===== config.mk =====
export PLATFORM = sky130hd
export DESIGN_NAME = serial_adder_ctrl
export DESIGN_NICKNAME = d
export VERILOG_FILES = /design/src/rtl/serial_adder_ctrl.sv
export SDC_FILE = /design/constraint.sdc
export NUM_CORES = 1
export LEC_CHECK = 0
export CORE_ASPECT_RATIO = 0.9
export CORE_MARGIN = 2
export CORE_UTILIZATION = 32
export CTS_CLUSTER_SIZE = 28
export DETAILED_ROUTE_END_ITERATION = 10
export GPL_ROUTABILITY_DRIVEN = 0
export PLACE_DENSITY = 0.64
export SLEW_MARGIN = 25
export SYNTH_ARGS = -nofsm -noshare
export SYNTH_HDL_FRONTEND = slang
export SYNTH_SLANG_ARGS = --single-unit

===== constraint.sdc =====
create_clock -name clk -period 1.95 [get_ports clk]
set_clock_uncertainty 0.1 [all_clocks]
set_input_delay 0.39 -clock clk [delete_from_list [all_inputs] [get_ports clk]]
set_output_delay 0.39 -clock clk [all_outputs]
set_load 0.005 [all_outputs]

===== src/rtl/serial_adder_ctrl.sv =====
// Bit-serial adder controller: drives one external full-adder cell LSB first
// over WIDTH cycles and registers the WIDTH-bit sum plus carry-out.
module serial_adder_ctrl #(
    parameter int WIDTH = 8
) (
    input  logic             clk,
    input  logic             rst_n,
    input  logic             start,
    input  logic [WIDTH-1:0] A,
    input  logic [WIDTH-1:0] B,
    input  logic             Cin,
    output logic             busy,
    output logic             done,
    output logic [WIDTH-1:0] Sum,
    output logic             Cout,
    output logic             fa_a,
    output logic             fa_b,
    output logic             fa_c,
    input  logic             fa_s,
    input  logic             fa_carry
);

    localparam int CW = $clog2(WIDTH);
    localparam logic [CW-1:0] LAST_BIT = CW'(WIDTH - 1);

    typedef enum logic [1:0] {
        S_IDLE,
        S_RUN,
        S_DONE
    } state_t;

    state_t           state, state_nx;
    logic [WIDTH-1:0] a_sh, b_sh, sum_sh;
    logic [WIDTH-1:0] sum_nx;
    logic             carry_q;
    logic [CW-1:0]    cnt;
    logic             last_bit;

    assign sum_nx   = {fa_s, sum_sh[WIDTH-1:1]};
    assign last_bit = (cnt == LAST_BIT);

    always_ff @(posedge clk) begin
        if (!rst_n) begin
            state   <= S_IDLE;
            a_sh    <= '0;
            b_sh    <= '0;
            sum_sh  <= '0;
            carry_q <= 1'b0;
            cnt     <= '0;
            Sum     <= '0;
            Cout    <= 1'b0;
        end else begin
            state <= state_nx;
            case (state)
                S_IDLE: begin
                    if (start) begin
                        a_sh    <= A;
                        b_sh    <= B;
                        carry_q <= Cin;
                        cnt     <= '0;
                    end
                end
                S_RUN: begin
                    sum_sh  <= sum_nx;
                    carry_q <= fa_carry;
                    a_sh    <= {1'b0, a_sh[WIDTH-1:1]};
                    b_sh    <= {1'b0, b_sh[WIDTH-1:1]};
                    // Explicit wrap: WIDTH need not be a power of two
                    if (last_bit) begin
                        Sum  <= sum_nx;
                        Cout <= fa_carry;
                        cnt  <= '0;
                    end else begin
                        cnt <= cnt + 1'b1;
                    end
                end
                default: ;
            endcase
        end
    end

    always_comb begin
        state_nx = state;
        busy     = 1'b0;
        done     = 1'b0;
        fa_a     = 1'b0;
        fa_b     = 1'b0;
        fa_c     = 1'b0;
        case (state)
            S_IDLE: begin
                if (start) state_nx = S_RUN;
            end
            S_RUN: begin
                busy = 1'b1;
                fa_a = a_sh[0];
                fa_b = b_sh[0];
                fa_c = carry_q;
                if (last_bit) state_nx = S_DONE;
            end
            S_DONE: begin
                busy     = 1'b1;
                done     = 1'b1;
                state_nx = S_IDLE;
            end
            default: state_nx = S_IDLE;
        endcase
    end

endmodule

==> results.md <==
- Outcome: complete, no violations
- Crit. End Element: output pin
- DRC errors left: 0
- Avg Vias per Cell: ~4.7
- Area of the mapped netlist: 1642 µm²
- First-pass GRT wire length: ~5600 µm
- First-pass DRT Iterations: 4
- Final Core Density: 45.30%
- Reg2reg setup slack: ~0.2 ns
- Mapped Cells: roughly 170
- CTS buffer count: 5
- Crit Path Max Fanout: 3
- Starting Density: 33.54%
- Mean area per synthesized cell: 9.489 µm²
- DR iter-0 viols: 51
- Net count after synthesis: 201
- Worst-Skew Late Latency: around 0.29 ns
- H-tree depth: 2
- Worst Setup SP: state[0]
- CP max-delay cell: clkdlybuf4s50_1
- GR Util All Layers: 12.57%
- Port buffer count: 35
- Final hold viol count: 0
- Kind of critical path: reg -> out
- Static Leak: slightly below 0.9 nW
- RSZ-0062 raised after global routing: false
- Post-synth ARST share: 0%
- Vias in the first global route: 1266
- CTS sink count: 38
- Fin crit period: approximately 1.9 ns
- Sw frac: 26.52%
- Post-synth top area share: 46.34%
- Post-synth EDFFs: 0
- Die Ht: 71.95 µm
- Reg-to-reg endpoint: a_sh[2]
- Slew @ Worst Pin: between 0.3 and 0.4 ns
- Cell Chain, Critical Path: inv_1 > ha_1 > clkdlybuf4s50_1
- CTS tree: yes
- Vias post-DR: around 1300
- Comb power frac: roughly a fifth
- Reg clk slew, reported paths: 0.08 ns
- Yosys top cell by area: dfxtp_1
- Clock share of power: ~34%
- Setup TNS: 0 ns
- R2R Path Start: state[1]
- Max-slew headroom: around 79%
- Required @ worst endpoint: 1.46 ns
- Worst reg2reg path depth: 7
- CP Data Arrival Time: 1.37 ns
- DR WL/cell: about 12 µm
- Peak supply drop: 0.3450 mV
- Die area: between 5000 and 6000 µm²
- Final Max Tran Viols: 0
- P_int: 1.428 mW
- Root Driver: clkbuf_8
- Top cells by count, synth: dfxtp_1, nor2_1, mux2i_1
- Layout area overhead: 35.06%
- Most frequent cell after synthesis: dfxtp_1
- Final setup fails: 0
- Hold WC Path Type: reg -> reg
- Predominant post-synthesis flop cell: dfxtp_1
- Core ar.: 4895 µm²
- Pwr/cell area: 876.7 nW/µm²
- Max Buffers Root-to-Sink: 2
- Yosys warnings: 0
- Inserted Diodes: 0
- FF+latch count, synth: 38
- Max incr delay on CP: 0.50 ns
- Layout cells sized above 1: between 10% and 20%
- Gr ovfl total: 0
- Die X: ~79 µm
- Crit path launch type: flop
- Netlist cell types: 23
- WP depth: 3
- Max-Cap Viols: 0
- Switch Pwr: 0.5156 mW
- Top Family by Delay on Critical Path: buffers and inverters
- Initial antenna violation count: 0
- Seq pwr share: 45.1%
- Post-Route WL: 3272 µm
- CP Capture Point: done
- Fin crit share: roughly 95%
- Highest Clock Rate: 538.3 MHz
- Dpl hpwl: 2130 µm
- Top cells by area, synth: dfxtp_1, mux2i_1, a211oi_1
- Largest net degree at the start of global routing: 39
- Routed Antenna Nets: 0
- Fin nets: 239
- Row cnt: 24
- Io pins: 36
- Post-synthesis sequential area ratio: 46.34%
- Critical path buffers and inverters: 2
- Tot Pwr: 1.944 mW
-- power by group through the flow --
stage	clock network (mW)	logic (mW)	registers, mW
global route	0.718	0.458	0.886
detailed placement	0	0.398	0.892
global placement	0	0.393	0.892
finish	0.657	0.411	0.876
floorplan	0	0.292	0.883
CTS	0.671	0.412	0.876
-- state kept, by name (all words and copies together), names as in the netlist --
signal / count
Sum: 8
a_sh: 8
b_sh: 8
sum_sh: 7
cnt: 3
state: 2
Cout: 1
carry_q: 1
-- cells by family (layout without fill, tap and decap cells) --
kind of cell    count (synthesis)  in the layout  synth area share (%)
simple gates                   55             55                 14.79
flops                          38             38                 46.34
compound gates                 33             33                 13.72
mux                            24             24                 14.94
buf+inv                        17             56                 5.639
fa+ha+maj                       6              6                 4.573
-- worst register-to-register path: cells and delay by family (launching register included) --
family          cells  cell delay, ns
compound gates      1            0.22
simple gates        1            0.08
fa+ha+maj           1            0.15
mux                 1            0.39
buf+inv             3            0.39
flops               1            0.33
-- worst min-delay path by stage --
stage / start / end / slack, ns / cells past startpoint
final: b_sh[7] / b_sh[7] / 0.36 / 2
after global routing: Sum[1] / Sum[1] / 0.38 / 2
after CTS: Sum[4] / Sum[4] / 0.36 / 2
after detailed placement: Sum[4] / Sum[4] / 0.35 / 2
after floorplan: a_sh[7] / a_sh[7] / 0.33 / 2
after global placement: b_sh[7] / b_sh[7] / 0.34 / 2
-- routing by layer --
layer | routed length, µm | up-vias | part of all wire [%] | global-route usage [%]
met5 | 0 | - | 0 | 0
met4 | 85 | 0 | 2.6 | 6.897
met3 | 180 | 7 | 5.5 | 3.358
met2 | 1358 | 21 | 42 | 19.70
met1 | 1647 | 586 | 50 | 15.77
li1 | - | 684 | - | -
-- area by class of cell --
| cell class | instances | area (µm²) |
|---|---|---|
| clock buffers | 5 | 68.82 |
| clock inverters | 3 | 40.04 |
| fillers | 471 | 2678 |
| inverters | 4 | 15.01 |
| multi-input cells | 118 | 800.8 |
| flip-flops and latches | 38 | 765.7 |
| well taps | 65 | 81.33 |
| repair buffers | 44 | 445.4 |
-- cell usage in the layout (no fill, tap or decap), drive strengths merged, types with 4 or more instances in the layout --
master          n
a211oi         16
a21oi          14
buf             9
clkbuf          5
clkdlybuf4s50  31
dfxtp          38
ha              6
inv             4
mux2i          23
nand2          13
nand3          10
nor2           24
-- through the flow --
step / instances / hold slack [ns] / setup WS [ns] / cell area, µm²
floorplan: 173 / 0.3316 / 0.2535 / 1642
global placement: 265 / 0.3431 / 0.1325 / 2061
detailed placement: 265 / 0.3494 / 0.1196 / 2061
CTS: 276 / 0.3601 / 0.0006586 / 2203
global route: 277 / 0.3846 / 0.03203 / 2217
finish: 277 / 0.3565 / 0.09235 / 2217
-- repair_timing --
item,CTS,global route
pin swaps,0,1
endpoints found under the hold margin,0,0
setup endpoints to repair,4,2
buffers inserted,3,1
gates resized for setup,6,3
hold buffers,0,0
(Power assumes the default switching activity.)
